## config.mk

```make
export PLATFORM = sky130hd
export DESIGN_NAME = if_fetch_unit
export DESIGN_NICKNAME = d
export VERILOG_FILES = /design/src/rtl/if_fetch_unit_pkg.sv /design/src/rtl/if_fetch_unit_fetch_fifo.sv /design/src/rtl/if_fetch_unit.sv
export SDC_FILE = /design/constraint.sdc
export NUM_CORES = 1
export LEC_CHECK = 0
export BUFFER_PORTS_ARGS = -buffer_cell sky130_fd_sc_hd__buf_2
export CORE_MARGIN = 2
export CORE_UTILIZATION = 37
export DETAILED_ROUTE_END_ITERATION = 7
export RECOVER_POWER = 25
export SLEW_MARGIN = 10
export SYNTH_ARGS = -nofsm -noshare
export SYNTH_HDL_FRONTEND = slang
export SYNTH_SLANG_ARGS = --single-unit
```

## constraint.sdc

```tcl
create_clock -name clk -period 10.66 [get_ports clk]
set_clock_uncertainty 0.2 [all_clocks]
set_input_delay 2.132 -clock clk [delete_from_list [all_inputs] [get_ports clk]]
set_output_delay 2.132 -clock clk [all_outputs]
set_load 0.02 [all_outputs]
```

## src/rtl/if_fetch_unit_pkg.sv

```systemverilog
// Shared constants and types for the instruction-fetch stage.
package if_fetch_unit_pkg;

    localparam logic [31:0] NOP_INSTR        = 32'h0000_0013;
    localparam logic [31:0] RESET_PC_DEFAULT = 32'h0000_0000;
    localparam int unsigned IMEM_WORD_BYTES  = 4;

    typedef struct packed {
        logic [31:0] pc;
        logic [31:0] instr;
    } fetch_entry_t;

endpackage

```

## src/rtl/if_fetch_unit_fetch_fifo.sv

```systemverilog
// Synchronous FIFO with flush. Used for the fetch buffer and the in-flight PC queue.
module fetch_fifo #(
    parameter int unsigned WIDTH = 32,
    parameter int unsigned DEPTH = 2
) (
    input  logic                         clk,
    input  logic                         rst,
    input  logic                         push,
    input  logic                         pop,
    input  logic                         flush,
    input  logic [WIDTH-1:0]             din,
    output logic [WIDTH-1:0]             dout,
    output logic [$clog2(DEPTH+1)-1:0]   count,
    output logic                         full,
    output logic                         empty
);
    localparam int unsigned AW = $clog2(DEPTH);
    localparam int unsigned CW = $clog2(DEPTH + 1);

    logic [WIDTH-1:0] mem_q [DEPTH];
    logic [AW-1:0]    rd_q, rd_d, wr_q, wr_d;
    logic [CW-1:0]    count_q, count_d;
    logic             do_push, do_pop;

    assign full    = (count_q == CW'(DEPTH));
    assign empty   = (count_q == '0);
    assign count   = count_q;
    assign do_pop  = pop && !empty;
    // A push into a full FIFO is accepted only when a pop frees the slot this cycle.
    assign do_push = push && (!full || do_pop);
    assign dout    = empty ? '0 : mem_q[rd_q];

    always_comb begin
        rd_d    = rd_q;
        wr_d    = wr_q;
        count_d = count_q;
        if (flush) begin
            rd_d    = '0;
            wr_d    = '0;
            count_d = '0;
        end else begin
            if (do_push) wr_d = wr_q + 1'b1;
            if (do_pop)  rd_d = rd_q + 1'b1;
            if (do_push && !do_pop)      count_d = count_q + 1'b1;
            else if (!do_push && do_pop) count_d = count_q - 1'b1;
        end
    end

    always_ff @(posedge clk) begin
        if (rst) begin
            rd_q    <= '0;
            wr_q    <= '0;
            count_q <= '0;
        end else begin
            rd_q    <= rd_d;
            wr_q    <= wr_d;
            count_q <= count_d;
        end
    end

    always_ff @(posedge clk) begin
        if (do_push && !flush) mem_q[wr_q] <= din;
    end

endmodule

```

## src/rtl/if_fetch_unit.sv

```systemverilog
// IF stage: owns the PC, issues in-order imem requests, buffers returned words
// for ID, and discards responses still in flight across an EX redirect.
module if_fetch_unit
    import if_fetch_unit_pkg::*;
#(
    parameter logic [31:0] RESET_PC   = RESET_PC_DEFAULT,
    parameter int unsigned FIFO_DEPTH = 2
) (
    input  logic        clk,
    input  logic        rst,
    output logic        imem_req_valid,
    input  logic        imem_req_ready,
    output logic [31:0] imem_req_addr,
    input  logic        imem_rsp_valid,
    input  logic [31:0] imem_rsp_data,
    input  logic        redirect_valid,
    input  logic [31:0] redirect_pc,
    input  logic        id_ready,
    output logic        if_valid,
    output logic [31:0] if_pc,
    output logic [31:0] if_instr,
    output logic        if_fault
);
    localparam int unsigned CW      = $clog2(FIFO_DEPTH + 1);
    localparam logic [CW:0] DEPTH_W = (CW + 1)'(FIFO_DEPTH);

    logic [31:0]   pc_q, pc_d;
    logic [CW-1:0] out_q, out_d, drop_q, drop_d;
    logic          halted_q, halted_d, fpend_q, fpend_d;

    logic [CW-1:0] buf_count, pcq_count;
    logic          buf_full, buf_empty, pcq_full, pcq_empty;
    fetch_entry_t  buf_din, buf_dout;
    logic [31:0]   rsp_pc;
    logic          req_fire, rsp_keep, buf_push, buf_pop;
    logic [CW:0]   inflight;
    logic          unused_fifo_flags;

    assign inflight       = {1'b0, out_q} + {1'b0, drop_q} + {1'b0, buf_count};
    assign imem_req_valid = !rst && !redirect_valid && !halted_q && (inflight < DEPTH_W);
    assign imem_req_addr  = pc_q;
    assign req_fire       = imem_req_valid && imem_req_ready;
    assign rsp_keep       = imem_rsp_valid && (drop_q == '0);

    assign if_valid = (!buf_empty || fpend_q) && !redirect_valid;
    assign if_fault = if_valid && fpend_q;
    assign if_pc    = fpend_q ? pc_q : buf_dout.pc;
    assign if_instr = fpend_q ? NOP_INSTR : buf_dout.instr;

    assign buf_push = rsp_keep && !redirect_valid;
    assign buf_pop  = if_valid && id_ready && !fpend_q;
    assign buf_din  = '{pc: rsp_pc, instr: imem_rsp_data};

    assign unused_fifo_flags = ^{buf_full, pcq_full, pcq_empty, pcq_count};

    fetch_fifo #(.WIDTH(64), .DEPTH(FIFO_DEPTH)) u_buf (
        .clk   (clk),
        .rst   (rst),
        .push  (buf_push),
        .pop   (buf_pop),
        .flush (redirect_valid),
        .din   (buf_din),
        .dout  (buf_dout),
        .count (buf_count),
        .full  (buf_full),
        .empty (buf_empty)
    );

    // Not flushed on redirect: discarded responses still consume their PC entry.
    fetch_fifo #(.WIDTH(32), .DEPTH(FIFO_DEPTH)) u_pcq (
        .clk   (clk),
        .rst   (rst),
        .push  (req_fire),
        .pop   (imem_rsp_valid),
        .flush (1'b0),
        .din   (pc_q),
        .dout  (rsp_pc),
        .count (pcq_count),
        .full  (pcq_full),
        .empty (pcq_empty)
    );

    always_comb begin
        pc_d     = pc_q;
        out_d    = out_q;
        drop_d   = drop_q;
        halted_d = halted_q;
        fpend_d  = fpend_q;
        if (redirect_valid) begin
            pc_d     = redirect_pc;
            out_d    = '0;
            drop_d   = drop_q + out_q - CW'(imem_rsp_valid);
            halted_d = (redirect_pc[1:0] != 2'b00);
            fpend_d  = (redirect_pc[1:0] != 2'b00);
        end else begin
            if (req_fire) pc_d = pc_q + 32'(IMEM_WORD_BYTES);
            if (imem_rsp_valid && !rsp_keep) drop_d = drop_q - 1'b1;
            out_d = out_q + CW'(req_fire) - CW'(rsp_keep);
            if (if_valid && id_ready) fpend_d = 1'b0;
        end
    end

    always_ff @(posedge clk) begin
        if (rst) begin
            pc_q     <= RESET_PC;
            out_q    <= '0;
            drop_q   <= '0;
            halted_q <= 1'b0;
            fpend_q  <= 1'b0;
        end else begin
            pc_q     <= pc_d;
            out_q    <= out_d;
            drop_q   <= drop_d;
            halted_q <= halted_d;
            fpend_q  <= fpend_d;
        end
    end

endmodule
```

==> results by group, run 1 <==
Synth
  • Synthesized area: ~0.010 mm^2
  • Synth area leaders: edfxtp_1 (57%), mux2i_1 (9.7%), dfxtp_1 (9.5%)
  • Mux contribution to synthesized area: 9.84%
  • Dominant synthesized flop cell: edfxtp_1
  • Synth async-reset ratio: 0%
  • Mapped Cells: between 700 and 800
  • Post-synth top area cell: edfxtp_1
  • Complex-gate fraction of the synthesized area: between 5 and 6%
  • Syn. warnings: 0
  • Main combinational cell family by area after synthesis: simple AND/OR/NAND/NOR gates
  • Synth Area in Adders: 1.44%
  • Yosys cell types: just under 50
  • Number of synthesized flops with an enable pin: around 190
  • Seq/Total Area, Yosys: 66.7%
  • Post-synth net total: 847
  • Synth Area in Simple Gates: between 10% and 20%
  • Share of the synthesized area in the top cell type: 57.2%
  • Avg Inst Size Synth: approximately 13 um^2
  • Synth Area in XOR/XNOR: 3.56%
  • Yosys reg bits: 240

STA
  • Rel. slew slack: -32.2%
  • Tmin final: 6.60 ns
  • Final Max Tran Viols: 33
  • Unrepaired setup endpoints after global routing: no
  • Setup Viol. Count Final: 0
  • Slew @ Worst Pin: 1.98 ns
  • Fin Setup TNS: 0 ns
  • Fmax achieved: 152 MHz
  • Hold_ws: between 0.3 and 0.4 ns
  • Period utilisation layout: 61.9%
  • Final Hold Vio Count: 0

Die
  • Core area: 0.0269 mm^2
  • Ports: 169
  • Site row count: 60
  • Die width: 169 um
  • Total die area: about 0.029 mm^2
  • Starting Density: between 30% and 40%
  • Die H: 169 um

CTS
  • Worst-skew pair later-pin latency: 0.53 ns
  • CTS Hold Bufs: 0
  • Post-CTS Repair Setup Buffers: 0
  • Post-cts sizing count: 0
  • H-tree depth: 1
  • CTS Buf Count: 26
  • Clk root buf: clkbuf_16
  • Clk sinks: 240
  • Max clock buf depth: 3
  • CTS tree: built
  • Clock Pin Slew Worst Setup and Hold Paths: 0.06 ns

Worst setup path
  • Reg-to-reg endpoint: u_pcq.mem_q[0][18]
  • CP Class: in -> out
  • Setup crit end kind: primary output
  • Worst Reg-to-Reg Cells: 9
  • Crit path DAT: about 4.3 ns
  • Crit-path max FO: 54
  • CP required: 8.33 ns
  • Worst Setup Start Kind: input port
  • Reg2reg start: u_buf.count[1]
  • Reg-to-reg setup timing slack: between 6 and 7 ns
  • Crit path launch: redirect_valid

Pwr
  • VDD IR max: slightly above 0.1 mV
  • P_leak: between 4 and 5 nW
  • Pwr Density: just under 200 mW/mm^2

Global route
  • Congestion Overflow GR: 0
  • Total GRT Usage: 16.0%
  • Initial antenna violation count: 0
  • Largest net degree at the start of global routing: 65
  • First-pass GRT wire length: between 30,000 and 40,000 um
  • Vias in the first global route: 6,360

Layout
  • Fin area: 0.0121 mm^2
  • Area grow syn2layout: 19.9%
  • Commonest non-fill, non-tap cell in the layout: edfxtp_1
  • Ant. Diodes: 0
  • Most frequent cells in the layout: edfxtp_1 (192), buf_2 (168), nor2_1 (105)
  • Final #Nets: 1,011
  • Ratio of cells with drive above 1 in the final layout: 24.9%

Route
  • Via count: 6,493
  • Violation count after the first detailed-route iteration: 421
  • Pre-antenna DRT Iters: 6
  • Total routed wirelength: 23,400 um
  • Wire per inst: 18.1 um
  • Via density: 5.03
  • Post-route DRC: 0
  • Routed Antenna Nets: 0

Placement
  • Placed cell area: 0.0113 mm^2
  • Placer Congestion: 0.813
  • Port-buffer cells: about 170
  • DPL Wire Length: about 15,000 um

Hold path
  • Hold-critical path depth: 2
  • Hold Crit Start: u_pcq.rd_q
  • Hold WC Path Type: reg -> reg

Flow run
  • Max-Cap Viols: 1

Status
  • Failing checks: capacitance limit, slew limit
  • Status: complete, but fails checks
worst max path at each step:
stage	endpoint	slack [ns]
2_1_floorplan	u_buf.mem_q[0][0]	1.08
3_3_place_gp	imem_req_valid	4.10
4_1_cts	imem_req_valid	4.08
3_5_place_dp	imem_req_valid	4.08
5_1_grt	imem_req_valid	3.90
6_report	imem_req_valid	4.06
layout make-up:
cell class,instances,area (um^2)
Tap cell,341,427
Multi-Input combinational cell,475,3150
Sequential cell,240,6730
Clock buffer,39,761
Timing Repair Buffer,176,897
Clock inverter,9,76.3
Fill cell,2502,14800
Inverter,11,41.3
kinds of logic after synthesis:
group | count (synthesis)
DFF | 240
and+or+nand+nor | 238
muxes | 99
AOI/OAI and AO/OA | 86
buffers and inverters | 51
xor gates and xnor gates | 41
adders and majority gates | 11
critical path, stage by stage:
cell	delay [ns]
buf_2	0.24
inv_2	0.70
nand2_1	0.51
nor4_1	0.43
buf_2	0.23
synthesized netlist by cell type, types with 3 or more instances:
library cell	instances
a211oi_1	21
a21oi_1	14
and2_1	3
buf_1	9
clkbuf_1	25
clkbuf_8	3
dfxtp_1	48
edfxtp_1	192
ha_1	10
inv_1	9
mux2i_1	98
nand2_1	62
nand3_1	16
nand4_1	8
nor2_1	106
nor3_1	9
nor4_1	8
o21ai_0	40
o22ai_1	3
or3_1	4
xnor2_1	26
xor2_1	15
power breakdown:
group          internal, mW  total [mW]  switching (mW)  leakage [nW]
clock                 0.517       0.867           0.350         0.415
combinational         0.124       0.325           0.201          1.73
sequential             1.10        1.17          0.0645          2.17
total                  1.74        2.36           0.615          4.31
per-stage QoR:
step	total power [mW]	util, %	instances	worst slack [ns]
floorplan	1.40	-	766	1.08
global placement	1.51	41.9	1243	4.10
detailed placement	1.51	41.9	1243	4.08
CTS	2.38	45.0	1291	4.08
global route	2.46	45.0	1291	3.90
finish	2.36	45.0	1291	4.06
routing by layer:
layer	vias up	part of all wire, %	GRT usage (%)	routed length [um]
met5	-	0	0	0
met4	0	1.8	4.24	417
met1	3127	46	21.8	10700
li1	3124	-	-	-
met2	214	46	26.2	10700
met3	28	6.4	3.27	1510
sequential cells by signal, summed over array words and instances, names as in the netlist, 2 cells and up, named ones only:
register / count
u_pcq.count: 2
out_q: 2
imem_req_addr: 32
u_buf.count: 2
u_buf.mem_q: 128
u_pcq.mem_q: 64
drop_q: 2
(Power assumes the default switching activity.)
==> run 2, diff against run 1 <==
clock period = 6.2 ns   (was 10.66 ns; I/O delays follow)
==> run 2 against run 1 <==
The run still ends with capacitance limit, slew limit left. Combinational power increased by 74%. Register-to-register slack got worse by 4.8 ns. Clock power increased by 73%. Worst setup slack got worse by 3.0 ns. Via count increased by 0.40%. Critical path depth unchanged. Count of clock-buffer cells in the layout increased by 3. Die area unchanged. Global-route usage increased by 0.87 points. Utilization about the same. Largest cell class unchanged.
==> results by group, run 2 (synthesized netlist as in run 1, its figures left out) <==
Route
  • Via density: 5.05
  • Total routed wirelength: 24,500 um
  • Violation count after the first detailed-route iteration: 370
  • Routed Antenna Nets: 0
  • Pre-antenna DRT Iters: 4
  • Via count: 6,519
  • Post-route DRC: 0
  • Wire per inst: between 15 and 20 um

STA
  • Unrepaired setup endpoints after global routing: no
  • Tmin final: 5.11 ns
  • Fin Setup TNS: 0 ns
  • Rel. slew slack: -44.0%
  • Slew @ Worst Pin: 2.16 ns
  • Period utilisation layout: around 82%
  • Final Hold Vio Count: 0
  • Final Max Tran Viols: 43
  • Fmax achieved: around 200 MHz
  • Setup Viol. Count Final: 0

Global route
  • First-pass GRT wire length: roughly 37,000 um
  • Total GRT Usage: 16.9%
  • Vias in the first global route: ~6,500
  • Largest net degree at the start of global routing: 65
  • Grt met1 use: 22.7%
  • Congestion Overflow GR: 0
  • Most used routing layer: met2
  • Met2 Resource Use GR: between 20 and 30%
  • M3 GR Usage: under 10%
  • Initial antenna violation count: 1

Placement
  • DPL Wire Length: 15,600 um
  • Placed Cells: 1,243
  • Port-buffer cells: ~170
  • Placer Congestion: 0.786

Worst setup path
  • CP required: 4.76 ns
  • Crit path to: imem_req_valid
  • CP max stage cell: clkbuf_1
  • Reg-to-reg endpoint: u_pcq.mem_q[0][7]
  • Setup crit end kind: primary output
  • Crit-path max FO: 42
  • Reg-to-reg setup timing slack: 2.17 ns
  • Worst Reg-to-Reg Cells: 8
  • Crit path DAT: 3.67 ns
  • Crit path launch: rst
  • Cells along the critical path: clkbuf_1, inv_1, nand2_1, nor4_1, buf_2
  • Worst path max stage delay: approximately 1.5 ns
  • Reg2reg start: u_buf.count[1]
  • Worst Setup Start Kind: input port
  • CP Class: in -> out

Pwr
  • P_leak: 4.27 nW
  • VDD IR max: 0.178 mV
  • Pwr Density: 337 mW/mm^2
  • Tot Pwr: 4.07 mW

CTS
  • Post-CTS Repair Setup Buffers: 0
  • CTS tree: built
  • H-tree depth: 1
  • Clk sinks: 240
  • Worst-skew pair later-pin latency: 0.52 ns
  • Post-cts sizing count: 0
  • Clock Pin Slew Worst Setup and Hold Paths: ~0.050 ns
  • Max clock buf depth: 3
  • CTS Hold Bufs: 0
  • Clk root buf: clkbuf_16
  • CTS Buf Count: 27

Layout
  • Commonest non-fill, non-tap cell in the layout: edfxtp_1
  • Ant. Diodes: 0
  • # fillers: between 2,000 and 3,000
  • Largest Register: u_buf.mem_q
  • Most frequent cells in the layout: edfxtp_1 (192), buf_2 (151), nor2_1 (105)
  • Area grow syn2layout: 19.9%
  • Final #Nets: 1,012
  • Max FFs per register: 128
  • Ratio of cells with drive above 1 in the final layout: 23.4%
  • Post-route insts no fill: 1,292

Die
  • Die width: 169 um
  • Ports: 169
  • Die H: 169 um
  • Starting Density: 37.5%
  • Site row count: 60
  • Total die area: 0.0286 mm^2
  • Core area: 0.0269 mm^2

Status
  • Status: complete, but fails checks
  • Failing checks: capacitance limit, slew limit

Hold path
  • Hold WC Path Type: reg -> reg

Flow run
  • Max-Cap Viols: 1
run 2: worst min-delay path by stage:
stage,start,endpoint,depth (start not counted),slack (ns)
global placement,u_buf.rd_q,flip-flop,2,0.29
global route,u_buf.rd_q,u_buf.rd_q,2,0.32
finish,u_buf.rd_q,flip-flop,2,0.30
detailed placement,u_buf.rd_q,flip-flop,2,0.29
floorplan,u_pcq.rd_q,flip-flop,2,0.27
CTS,u_buf.rd_q,flip-flop,2,0.30
run 2: report_power, final:
part / total [mW] / internal, mW / switching, mW
clock: 1.50 / 0.886 / 0.610
sequential: 2.01 / 1.89 / 0.112
combinational: 0.567 / 0.211 / 0.356
total: 4.07 / 2.99 / 1.08
run 2: per-layer routing:
| metal | vias to the layer above | share of wire [%] |
|---|---|---|
| met5 | - | 0.033 |
| met4 | 2 | 3.1 |
| met3 | 47 | 5.3 |
| met2 | 187 | 46 |
| met1 | 3147 | 45 |
| li1 | 3136 | - |
run 2: critical path, delay by kind of cell:
kind | cells | cell delay (ns)
and+or+nand+nor | 2 | 0.53
buffers and inverters | 3 | 1.89
run 2: layout make-up:
cell class / instances / area (um^2) / share of cell area (%)
Clock buffer: 42 / 802 / 6.64
Clock inverter: 7 / 43.8 / 0.362
Inverter: 11 / 41.3 / 0.342
Multi-Input combinational cell: 475 / 3160 / 26.2
Sequential cell: 240 / 6730 / 55.7
Tap cell: 341 / 427 / 3.53
Timing Repair Buffer: 176 / 880 / 7.28
run 2: metrics by stage:
stage	hold slack, ns	worst slack (ns)	utilization [%]	area, um^2
after global placement	0.286	2.07	41.9	11300
after floorplan	0.272	0.232	-	10100
after CTS	0.300	1.68	45.0	12100
after global routing	0.324	0.902	45.0	12100
after detailed placement	0.287	2.07	41.9	11300
final	0.296	1.09	45.0	12100
==> run 3, diff against run 2 <==
ABC_AREA = 1   (was not set)
clock period = 4.7 ns   (was 6.2 ns; I/O delays follow)
==> run 3 against run 2 <==
The run now ends clean. Synthesized cell count up 43%. Routed wire length increased by 16%. Combinational power up 12%. Clock power increased by 41%. Critical path depth rose by 2. Worst setup slack got worse by 0.19 ns. Utilization shrank 0.20 points. Critical path type is now reg -> out.
==> results by group, run 3 <==
Worst setup path
  • WP buf/inv: 4
  • CP max stage cell: dfxtp_1
  • Most used cell along the critical path: buf_4
  • Worst path max stage delay: 0.50 ns
  • Reg-to-reg endpoint: u_pcq.count[1]
  • Worst Setup Start Kind: flip-flop
  • Crit path DAT: 2.67 ns
  • CP Class: reg -> out
  • Cells along the critical path: nor2_1, nor2_2, buf_4, inv_1, buf_4, o32ai_1, buf_2
  • Crit-path max FO: 32
  • Reg2reg start: u_buf.count[1]
  • CP required: 3.56 ns
  • Worst Reg-to-Reg Cells: 16
  • Setup crit end kind: primary output
  • Family with the most delay on the worst path: buffers and inverters
  • Reg-to-reg setup timing slack: 1.20 ns

Synth
  • Share of the synthesized area in the top cell type: 54.1%
  • Avg Inst Size Synth: 9.73 um^2
  • Yosys cell types: 43
  • Commonest cells post-synth: nand2_1 (330), edfxtp_1 (192), nor2_1 (127), inv_1 (106), nand3_1 (63)
  • Yosys reg bits: 240
  • Synth Area in Simple Gates: 21.5%
  • Synth async-reset ratio: 0%
  • Mux contribution to synthesized area: 0%
  • Main combinational cell family by area after synthesis: simple AND/OR/NAND/NOR gates
  • Dominant synthesized flop cell: edfxtp_1
  • Post-synth net total: around 1,200
  • Synthesized area: between 0.01 and 0.015 mm^2
  • Complex-gate fraction of the synthesized area: 7.71%
  • Synth Area in XOR/XNOR: less than 1%
  • Synth area leaders: edfxtp_1 (54%), nand2_1 (12%), dfxtp_1 (9.0%)
  • Mapped Cells: roughly 1,100
  • Synth Area in Adders: 1.36%
  • Seq/Total Area, Yosys: 63.1%
  • Post-synth top area cell: edfxtp_1
  • Syn. warnings: 0
  • Most frequent cell after synthesis: nand2_1
  • Number of synthesized flops with an enable pin: 192

Die
  • Die width: 174 um
  • Site row count: 62
  • Ports: 169
  • Core area: 0.0285 mm^2
  • Die H: roughly 170 um
  • Starting Density: 37.4%
  • Total die area: 0.0302 mm^2

Layout
  • Ratio of cells with drive above 1 in the final layout: 18.0%
  • Fin area: 0.0128 mm^2
  • Area grow syn2layout: 19.8%
  • # fillers: about 2,800
  • Ant. Diodes: 0
  • Max FFs per register: 128
  • Commonest non-fill, non-tap cell in the layout: nand2_1
  • Largest Register: u_buf.mem_q
  • Final #Nets: ~1,300
  • Most frequent cells in the layout: nand2_1 (330), edfxtp_1 (192), buf_2 (140)

CTS
  • Clk sinks: 240
  • Clk root buf: clkbuf_16
  • H-tree depth: 1
  • Post-CTS Repair Setup Buffers: 0
  • Worst-skew pair later-pin latency: 0.53 ns
  • CTS tree: built
  • Post-cts sizing count: 0
  • CTS Hold Bufs: 0
  • Max clock buf depth: 3
  • CTS Buf Count: 25
  • Clock Pin Slew Worst Setup and Hold Paths: 0.06 ns

Global route
  • Total GRT Usage: 18.5%
  • Congestion Overflow GR: 0
  • First-pass GRT wire length: between 40,000 and 50,000 um
  • Largest net degree at the start of global routing: 66
  • Initial antenna violation count: 0
  • Vias in the first global route: about 7,700

STA
  • Setup Viol. Count Final: 0
  • Period utilisation layout: 81.0%
  • Slew @ Worst Pin: 1.33 ns
  • Fmax achieved: between 200 and 300 MHz
  • Final Hold Vio Count: 0
  • Tmin final: between 3 and 4 ns
  • Fin Setup TNS: 0 ns
  • Final Max Tran Viols: 0
  • Rel. slew slack: 11.3%
  • Unrepaired setup endpoints after global routing: no

Route
  • Post-route DRC: 0
  • Via density: 4.89
  • Total routed wirelength: 28,400 um
  • Wire per inst: 17.1 um
  • Pre-antenna DRT Iters: 5
  • Violation count after the first detailed-route iteration: just under 700
  • Via count: 8,116
  • Routed Antenna Nets: 0

Pwr
  • Comb pwr share: between 10 and 15%
  • Sw frac: about a quarter
  • VDD IR max: 0.239 mV
  • Sequential power share: 47.8%
  • Clock network power share: 40.1%
  • Switching power: 1.31 mW
  • Internal power: a little under 4 mW
  • P_leak: 5.35 nW
  • Pwr Density: ~410 mW/mm^2

Hold path
  • Hold Path End: u_pcq.rd_q
  • Hold-critical path depth: 1
  • Hold Crit Start: u_pcq.rd_q
  • Hold WC Path Type: reg -> reg

Flow run
  • Max-Cap Viols: 0

Placement
  • DPL Wire Length: 19,900 um
  • Placed cell area: 0.0119 mm^2
  • Placer Congestion: 0.881
  • Port-buffer cells: 168

Status
  • Status: finished clean
==> run 3: worst max-delay path by stage <==
stage                     slack, ns      startpoint                end  cells after the start
after floorplan                0.84  redirect_valid  u_buf.mem_q[1][0]                      4
after global placement         1.04  redirect_valid     u_pcq.count[1]                     13
after detailed placement       0.98  redirect_valid     u_pcq.count[1]                     13
after CTS                      0.87  u_buf.count[1]          if_pc[10]                      7
after global routing           0.74  u_buf.count[1]          if_pc[10]                      7
final                          0.89  u_buf.count[1]          if_pc[10]                      7
==> run 3: routing by layer <==
layer / wire length (um) / global-route usage [%] / vias up / share of wire, %
li1: - / - / 3984 / -
met1: 13600 / 27.8 / 3823 / 48
met2: 12500 / 28.1 / 268 / 44
met3: 1730 / 2.70 / 41 / 6.1
met4: 509 / 4.73 / 0 / 1.8
met5: 0 / 0 / - / 0
==> run 3: logic make-up after synthesis <==
family / after synthesis
and+or+nand+nor: 551
DFF: 240
buffers and inverters: 158
AOI/OAI and AO/OA: 132
adders and majority gates: 11
xor gates and xnor gates: 4
==> run 3: worst reg2reg max path, cell delays in order (launching register included) <==
cell	delay, ns
dfxtp_1	0.50
inv_1	0.15
fa_1	0.50
inv_1	0.04
ha_1	0.27
inv_1	0.05
nand2_1	0.07
nor2_4	0.09
nand3_2	0.08
inv_2	0.39
nand2_1	0.22
inv_1	0.11
ha_1	0.25
a21oi_1	0.11
o21ai_0	0.11
o21ai_0	0.17
a21oi_1	0.05
==> run 3: through the flow <==
| stage | utilization [%] | hold slack (ns) | power, mW | std cells | setup slack [ns] |
|---|---|---|---|---|---|
| after floorplan | - | 0.225 | 2.94 | 1096 | 0.845 |
| after global placement | 41.8 | 0.246 | 3.17 | 1614 | 1.04 |
| after detailed placement | 41.8 | 0.242 | 3.19 | 1614 | 0.978 |
| after CTS | 44.9 | 0.251 | 5.30 | 1660 | 0.870 |
| after global routing | 44.8 | 0.259 | 5.46 | 1660 | 0.743 |
| final | 44.8 | 0.252 | 5.24 | 1660 | 0.893 |
==> run 3: layout make-up <==
class	instances	area, um^2	area share, %
Multi-Input combinational cell	698	3320	26.0
Tap cell	384	480	3.76
Sequential cell	240	6730	52.6
Clock inverter	8	146	1.15
Timing Repair Buffer	181	941	7.36
Clock buffer	38	744	5.83
Inverter	111	422	3.30
==> run 3: power groups by stage <==
stage                     combinational (mW)  clock, mW  sequential (mW)
final                                  0.634       2.11             2.51
after detailed placement               0.640          0             2.55
after global placement                 0.626          0             2.55
after global routing                   0.708       2.23             2.52
after CTS                              0.642       2.15             2.51
after floorplan                        0.393          0             2.55
